$ cat src/rtl/sprite_tex_loader_pkg.sv
// Constants shared by the sprite texture loader and the renderer texture RAMs.
// Segment lengths, RAM depths, port address widths and the loader state encoding.
package sprite_tex_loader_pkg;

    localparam int BIRD_SEG_WORDS = 5250;
    localparam int PIPE_SEG_WORDS = 40000;
    localparam int BASE_SEG_WORDS = 9600;

    // Renderer RAM depths; the pipe RAM keeps only the first 4000 words it is sent.
    localparam int BIRD_RAM_DEPTH = 5250;
    localparam int PIPE_RAM_DEPTH = 4000;
    localparam int BASE_RAM_DEPTH = 9600;

    localparam int BIRD_AW = 13;
    localparam int PIPE_AW = 16;
    localparam int BASE_AW = 14;
    localparam int CNT_W   = 16;
    localparam int DATA_W  = 16;

    localparam logic [2:0] ST_IDLE = 3'd0;
    localparam logic [2:0] ST_BIRD = 3'd1;
    localparam logic [2:0] ST_PIPE = 3'd2;
    localparam logic [2:0] ST_BASE = 3'd3;
    localparam logic [2:0] ST_DONE = 3'd4;

    typedef enum logic [2:0] {
        IDLE = ST_IDLE,
        BIRD = ST_BIRD,
        PIPE = ST_PIPE,
        BASE = ST_BASE,
        DONE = ST_DONE
    } load_state_e;

    function automatic logic [CNT_W-1:0] seg_term(input int words);
        return CNT_W'(words - 1);
    endfunction

endpackage

$ cat src/rtl/sprite_tex_loader_seg_counter.sv
// Word counter for one texture segment: clear, increment, and a flag that is
// high while the count sits on the segment's terminal value.
module tex_seg_counter
    import sprite_tex_loader_pkg::*;
#(
    parameter int W = CNT_W
) (
    input  logic         clk,
    input  logic         rst_n,
    input  logic         clr,
    input  logic         inc,
    input  logic [W-1:0] term,
    output logic [W-1:0] cnt,
    output logic         last
);

    always_ff @(posedge clk or negedge rst_n) begin
        if (!rst_n) begin
            cnt <= '0;
        end else if (clr) begin
            cnt <= '0;
        end else if (inc) begin
            cnt <= cnt + W'(1);
        end
    end

    assign last = (cnt == term);

endmodule

$ cat src/rtl/sprite_tex_loader.sv
// Copies the SDRAM texture stream into the bird, pipe and ground-base RAMs of
// the sprite renderer, one registered write strobe per accepted source word.
//
// state | meaning
// IDLE  | waiting for start; source not accepted
// BIRD  | forwarding words to the bird RAM
// PIPE  | forwarding words to the pipe RAM
// BASE  | forwarding words to the ground-base RAM
// DONE  | last base word taken; done/loaded follow on the next edge
module sprite_tex_loader
    import sprite_tex_loader_pkg::*;
#(
    parameter int BIRD_WORDS = BIRD_SEG_WORDS,
    parameter int PIPE_WORDS = PIPE_SEG_WORDS,
    parameter int BASE_WORDS = BASE_SEG_WORDS
) (
    input  logic               clk,
    input  logic               rst_n,
    input  logic               start,
    input  logic               abort,
    input  logic               src_valid,
    input  logic [DATA_W-1:0]  src_data,
    output logic               src_ready,
    output logic [DATA_W-1:0]  load_data,
    output logic               bird_load_en,
    output logic [BIRD_AW-1:0] bird_load_addr,
    output logic               pipe_load_en,
    output logic [PIPE_AW-1:0] pipe_load_addr,
    output logic               base_load_en,
    output logic [BASE_AW-1:0] base_load_addr,
    output logic               busy,
    output logic               done,
    output logic               loaded
);

    load_state_e      state;
    load_state_e      state_nx;
    logic [CNT_W-1:0] cnt;
    logic [CNT_W-1:0] term_cnt;
    logic             seg_last;
    logic             accept;
    logic             start_ok;
    logic             cnt_clr;
    logic             bird_wr;
    logic             pipe_wr;
    logic             base_wr;
    logic             done_nx;

    // Ready depends on state only so the FIFO side never sees a valid->ready path.
    assign src_ready = (state == BIRD) || (state == PIPE) || (state == BASE);
    assign busy      = src_ready;
    assign accept    = src_valid && src_ready;
    assign start_ok  = start && !abort && (state == IDLE);
    assign cnt_clr   = abort || start_ok || (accept && seg_last);

    always_comb begin
        term_cnt = '0;
        case (state)
            BIRD:    term_cnt = seg_term(BIRD_WORDS);
            PIPE:    term_cnt = seg_term(PIPE_WORDS);
            BASE:    term_cnt = seg_term(BASE_WORDS);
            default: term_cnt = '0;
        endcase
    end

    tex_seg_counter #(
        .W(CNT_W)
    ) u_seg_cnt (
        .clk  (clk),
        .rst_n(rst_n),
        .clr  (cnt_clr),
        .inc  (accept),
        .term (term_cnt),
        .cnt  (cnt),
        .last (seg_last)
    );

    always_ff @(posedge clk or negedge rst_n) begin
        if (!rst_n) begin
            state <= IDLE;
        end else begin
            state <= state_nx;
        end
    end

    always_comb begin
        state_nx = state;
        bird_wr  = 1'b0;
        pipe_wr  = 1'b0;
        base_wr  = 1'b0;
        done_nx  = 1'b0;
        case (state)
            IDLE: begin
                if (start) state_nx = BIRD;
            end
            BIRD: begin
                bird_wr = accept;
                if (accept && seg_last) state_nx = PIPE;
            end
            PIPE: begin
                pipe_wr = accept;
                if (accept && seg_last) state_nx = BASE;
            end
            BASE: begin
                base_wr = accept;
                if (accept && seg_last) state_nx = DONE;
            end
            DONE: begin
                done_nx  = 1'b1;
                state_nx = IDLE;
            end
            default: state_nx = IDLE;
        endcase
        // Abort cancels anything not yet registered, including a word offered this cycle.
        if (abort) begin
            state_nx = IDLE;
            bird_wr  = 1'b0;
            pipe_wr  = 1'b0;
            base_wr  = 1'b0;
            done_nx  = 1'b0;
        end
    end

    always_ff @(posedge clk or negedge rst_n) begin
        if (!rst_n) begin
            bird_load_en   <= 1'b0;
            pipe_load_en   <= 1'b0;
            base_load_en   <= 1'b0;
            bird_load_addr <= '0;
            pipe_load_addr <= '0;
            base_load_addr <= '0;
            load_data      <= '0;
            done           <= 1'b0;
            loaded         <= 1'b0;
        end else begin
            bird_load_en <= bird_wr;
            pipe_load_en <= pipe_wr;
            base_load_en <= base_wr;
            if (bird_wr) bird_load_addr <= cnt[BIRD_AW-1:0];
            if (pipe_wr) pipe_load_addr <= cnt[PIPE_AW-1:0];
            if (base_wr) base_load_addr <= cnt[BASE_AW-1:0];
            if (bird_wr || pipe_wr || base_wr) load_data <= src_data;
            done <= done_nx;
            if (abort || start_ok) begin
                loaded <= 1'b0;
            end else if (done_nx) begin
                loaded <= 1'b1;
            end
        end
    end

    strobe_onehot: assert property (@(posedge clk) disable iff (!rst_n)
        $onehot0({bird_load_en, pipe_load_en, base_load_en}));

endmodule

$ cat config.mk
export PLATFORM = sky130hd
export DESIGN_NAME = sprite_tex_loader
export DESIGN_NICKNAME = d
export VERILOG_FILES = /design/src/rtl/sprite_tex_loader_pkg.sv /design/src/rtl/sprite_tex_loader_seg_counter.sv /design/src/rtl/sprite_tex_loader.sv
export SDC_FILE = /design/constraint.sdc
export NUM_CORES = 1
export LEC_CHECK = 0
export CAP_MARGIN = 0
export CORE_MARGIN = 1
export CORE_UTILIZATION = 45
export DETAILED_ROUTE_END_ITERATION = 10
export HOLD_SLACK_MARGIN = 0.12
export PLACE_DENSITY_LB_ADDON = 0.15
export SLEW_MARGIN = 20
export SYNTH_ARGS = -nofsm -noshare
export SYNTH_HDL_FRONTEND = slang
export SYNTH_SLANG_ARGS = --single-unit
$ cat constraint.sdc
create_clock -name clk -period 2.8 [get_ports clk]
set_input_delay 0.56 -clock clk [delete_from_list [all_inputs] [get_ports clk]]
set_output_delay 0.56 -clock clk [all_outputs]
set_load 0.03 [all_outputs]
==> results.sh <==
export IMPL_synth_warnings=0
export IMPL_synth_top_cell_by_area="sky130_fd_sc_hd__dfrtp_1"
export IMPL_layout_cell_area_non_filler_mm2=0.004733
export IMPL_final_net_count=404
export IMPL_setup_tns_final_ns=0
export IMPL_largest_family_of_logic_cells_by_synthesized_area="multiplexers"
export IMPL_grt_total_usage_pct=20.10
export IMPL_grt_max_degree=84
export IMPL_drtIter0Drc=112
export IMPL_total_power_mw=2.447
export IMPL_period_needed_ns=2.559
export IMPL_commonest_non_fill_non_tap_cells_in_the_layout="85 x sky130_fd_sc_hd__clkdlybuf4s50_1, 83 x sky130_fd_sc_hd__dfrtp_1, 53 x sky130_fd_sc_hd__mux2_2"
export IMPL_cts_path_max_buffers=2
export IMPL_critical_path_arrival_ns=2.00
export IMPL_area_fraction_in_compound_gates_after_synthesis_pct=7.978
export IMPL_cts_repair_resize_count=0
export IMPL_tritoncts_num_buffers=9
export IMPL_global_route_wire_length_before_repair_mm=12.97
export IMPL_post_synth_mux_area_share_pct=16.55
export IMPL_dieArea_mm2=0.008378
export IMPL_netlist_instances=295
export IMPL_synth_xor_area_share_pct=3.156
export IMPL_dominant_register_cell_in_the_synthesized_netlist="sky130_fd_sc_hd__dfrtp_1"
export IMPL_grt_overflow_total=0
export IMPL_fmax_mhz=390.7
export IMPL_critical_path_reg2reg_startpoint="state[1]"
export IMPL_timing_critical_path_from_type="flip-flop"
export IMPL_numPortBuffers=86
export IMPL_post_cts_buffers=0
export IMPL_dpl_hpwl_mm=5.401
export IMPL_timing_setup_critical_path_class="flip-flop to output pin"
export IMPL_synthArstFlopShare_pct=100.0
export IMPL_crit_chain="o21ba_2 > clkdlybuf4s50_1"
export IMPL_post_cts_hold_buffer_count=0
export IMPL_ir_worst_vdd_mv=0.2881
export IMPL_cts_max_level=3
export IMPL_holdCritPathClass="input port to async pin"
export IMPL_synthDominantCellAreaShare_pct=57.58
export IMPL_crit_family="buffers and inverters"
export IMPL_layoutNonFillerInstCount=489
export IMPL_post_dp_cell_area_mm2=0.004552
export IMPL_post_drt_via_cell_ratio=5.297
export IMPL_initial_core_util_pct=46.68
export IMPL_post_place_cells=473
export IMPL_cap_viol_max_count=0
export IMPL_worstRegToRegCells=6
export IMPL_insertedDiodeCount=0
export IMPL_post_synth_num_cell_types=45
export IMPL_preCtsSetupSlack_ns=0.4611
export IMPL_dieWidth_um=91.53
export IMPL_run_status="completed"
export IMPL_final_hold_violation_count=0
export IMPL_layout_cells_most_common="sky130_fd_sc_hd__clkdlybuf4s50_1"
export IMPL_avgSynthCellArea_um2=12.23
export IMPL_rr_endpoint="u_seg_cnt.cnt[4]"
export IMPL_grt_antenna_before_repair=0
export IMPL_synth_adder_area_share_pct=0.3469
export IMPL_worstSetupStartpoint="state[1]"
export IMPL_detail_route_antenna_nets=0
export IMPL_worst_setup_path_end_kind="output pin"
export IMPL_hold_worst_slack_ns=0.2238
export IMPL_grt_setup_unrepaired="false"
export IMPL_synth_edf_count=0
export IMPL_crit_required_ns=2.24
export IMPL_worst_setup_hold_path_clk_slew_ns=0.09
export IMPL_power_per_cell_area_mw_per_mm2=516.9
export IMPL_layout_area_overhead_vs_synth_pct=31.22
export IMPL_drcViolationCount=0
export IMPL_rrSetupSlack_ns=0.57
export IMPL_worst_stage_delay_on_the_critical_path_ns=0.70
export IMPL_floorplan_io_pins=87
export IMPL_path_buf_inv=1
export IMPL_clock_tree_root_cell="sky130_fd_sc_hd__clkbuf_8"
export IMPL_timing_final_crit_share_pct=91.40
export IMPL_cts_sinks=83
export IMPL_gp_congestion=0.8763
export IMPL_max_slew_worst_pin_slew_ns=0.7480
export IMPL_netlist_top_cells_area="sky130_fd_sc_hd__dfrtp_1 58%, sky130_fd_sc_hd__mux2_2 17%, sky130_fd_sc_hd__nor2_1 2.5%"
export IMPL_final_max_slew_violation_count=0
export IMPL_timing_final_ws_setup_ns=0.2408
export IMPL_critPathMaxFanout=16
export IMPL_route_detailed_wl_per_inst_um=15.89
export IMPL_first_global_vias=2669
export IMPL_clock_tree_from_tritoncts="done"
export IMPL_first_pass_iters=4
export IMPL_fin_worst_skew_ns=0.01224
export IMPL_fp_dieH_um=91.53
export IMPL_placeableCoreArea_mm2=0.007727
export IMPL_route_final_wire_length_mm=7.770
export IMPL_timing_slew_headroom_pct=50.14
export IMPL_seq_area_frac_synth_pct=57.58
export IMPL_net_count_after_synthesis=317
export IMPL_dr_total_vias=2590
export IMPL_critical_path_slowest_cell="sky130_fd_sc_hd__clkdlybuf4s50_1"
export IMPL_ys_seq_elements=83
export IMPL_post_route_cells_drive_above_1_share_pct=21.45
export IMPL_total_leakage_power_nw=2.077
export IMPL_synth_simple_gate_area_share_pct=10.86
export IMPL_setup_violations=0
export IMPL_post_synth_instance_area_mm2=0.003607
export IMPL_floorplan_rows=32
export IMPL_layout_core_utilization_pct=61.25
export IMPL_worstSkewPairLatency_ns=0.36
[kinds of logic after synthesis]
family	after synthesis
flops	83
xor+xnor	13
compound gates	40
simple gates	79
mux	53
fa+ha+maj	1
buf+inv	26
[how the worst max path moves through the flow]
| stage | to | slack, ns | cells past startpoint |
|---|---|---|---|
| 2_1_floorplan | load_data[10] | 0.57 | 6 |
| 3_3_place_gp | u_seg_cnt.cnt[11] | 0.51 | 6 |
| 3_5_place_dp | u_seg_cnt.cnt[4] | 0.46 | 6 |
| 4_1_cts | busy | 0.24 | 2 |
| 5_1_grt | src_ready | 0.15 | 2 |
| 6_report | src_ready | 0.24 | 2 |
[layout make-up]
cell class	count	area, um2
clock buffer	10	127.6
fill	641	2994
multi-input combinational	186	1403
timing repair buffer	93	914.6
sequential	83	2077
tap	102	127.6
clock inverter	6	50.05
inverter	9	33.78
[worst register-to-register path, delay by kind of cell, from the launching register on]
| kind | cells | cell delay, ns |
|---|---|---|
| buf+inv | 1 | 0.24 |
| flops | 1 | 0.56 |
| compound gates | 3 | 0.69 |
| simple gates | 2 | 0.63 |
[power breakdown]
part	leakage, nW	switching, mW	internal [mW]
clock	0.0831	0.457	0.330
combinational	0.869	0.203	0.172
sequential	1.12	0.0316	1.25
[state kept, by name (all words and copies together), names as in the netlist]
signal          cells
bird_load_en        1
base_load_addr     14
loaded              1
state               3
load_data          16
pipe_load_en        1
done                1
pipe_load_addr     16
u_seg_cnt.cnt      16
base_load_en        1
bird_load_addr     13
[per-layer routing]
layer  track usage [%]  vias up  part of all wire (%)
met3             4.690       11                   4.5
met5                 0        -                     0
met4             8.995        0                   1.8
met1             25.66     1304                    45
met2             32.52       62                    49
li1                  -     1213                     -
[cell usage after synthesis, types with 4 or more instances]
master,instances
sky130_fd_sc_hd__nand2_1,17
sky130_fd_sc_hd__a21oi_1,6
sky130_fd_sc_hd__clkbuf_1,7
sky130_fd_sc_hd__nand3_1,7
sky130_fd_sc_hd__xnor2_1,9
sky130_fd_sc_hd__dfrtp_1,83
sky130_fd_sc_hd__inv_1,9
sky130_fd_sc_hd__o21ai_0,11
sky130_fd_sc_hd__nor2_1,24
sky130_fd_sc_hd__nor2b_1,4
sky130_fd_sc_hd__xor2_1,4
sky130_fd_sc_hd__mux2_2,53
sky130_fd_sc_hd__nor3_1,7
Power figures use the tool's default switching activity.
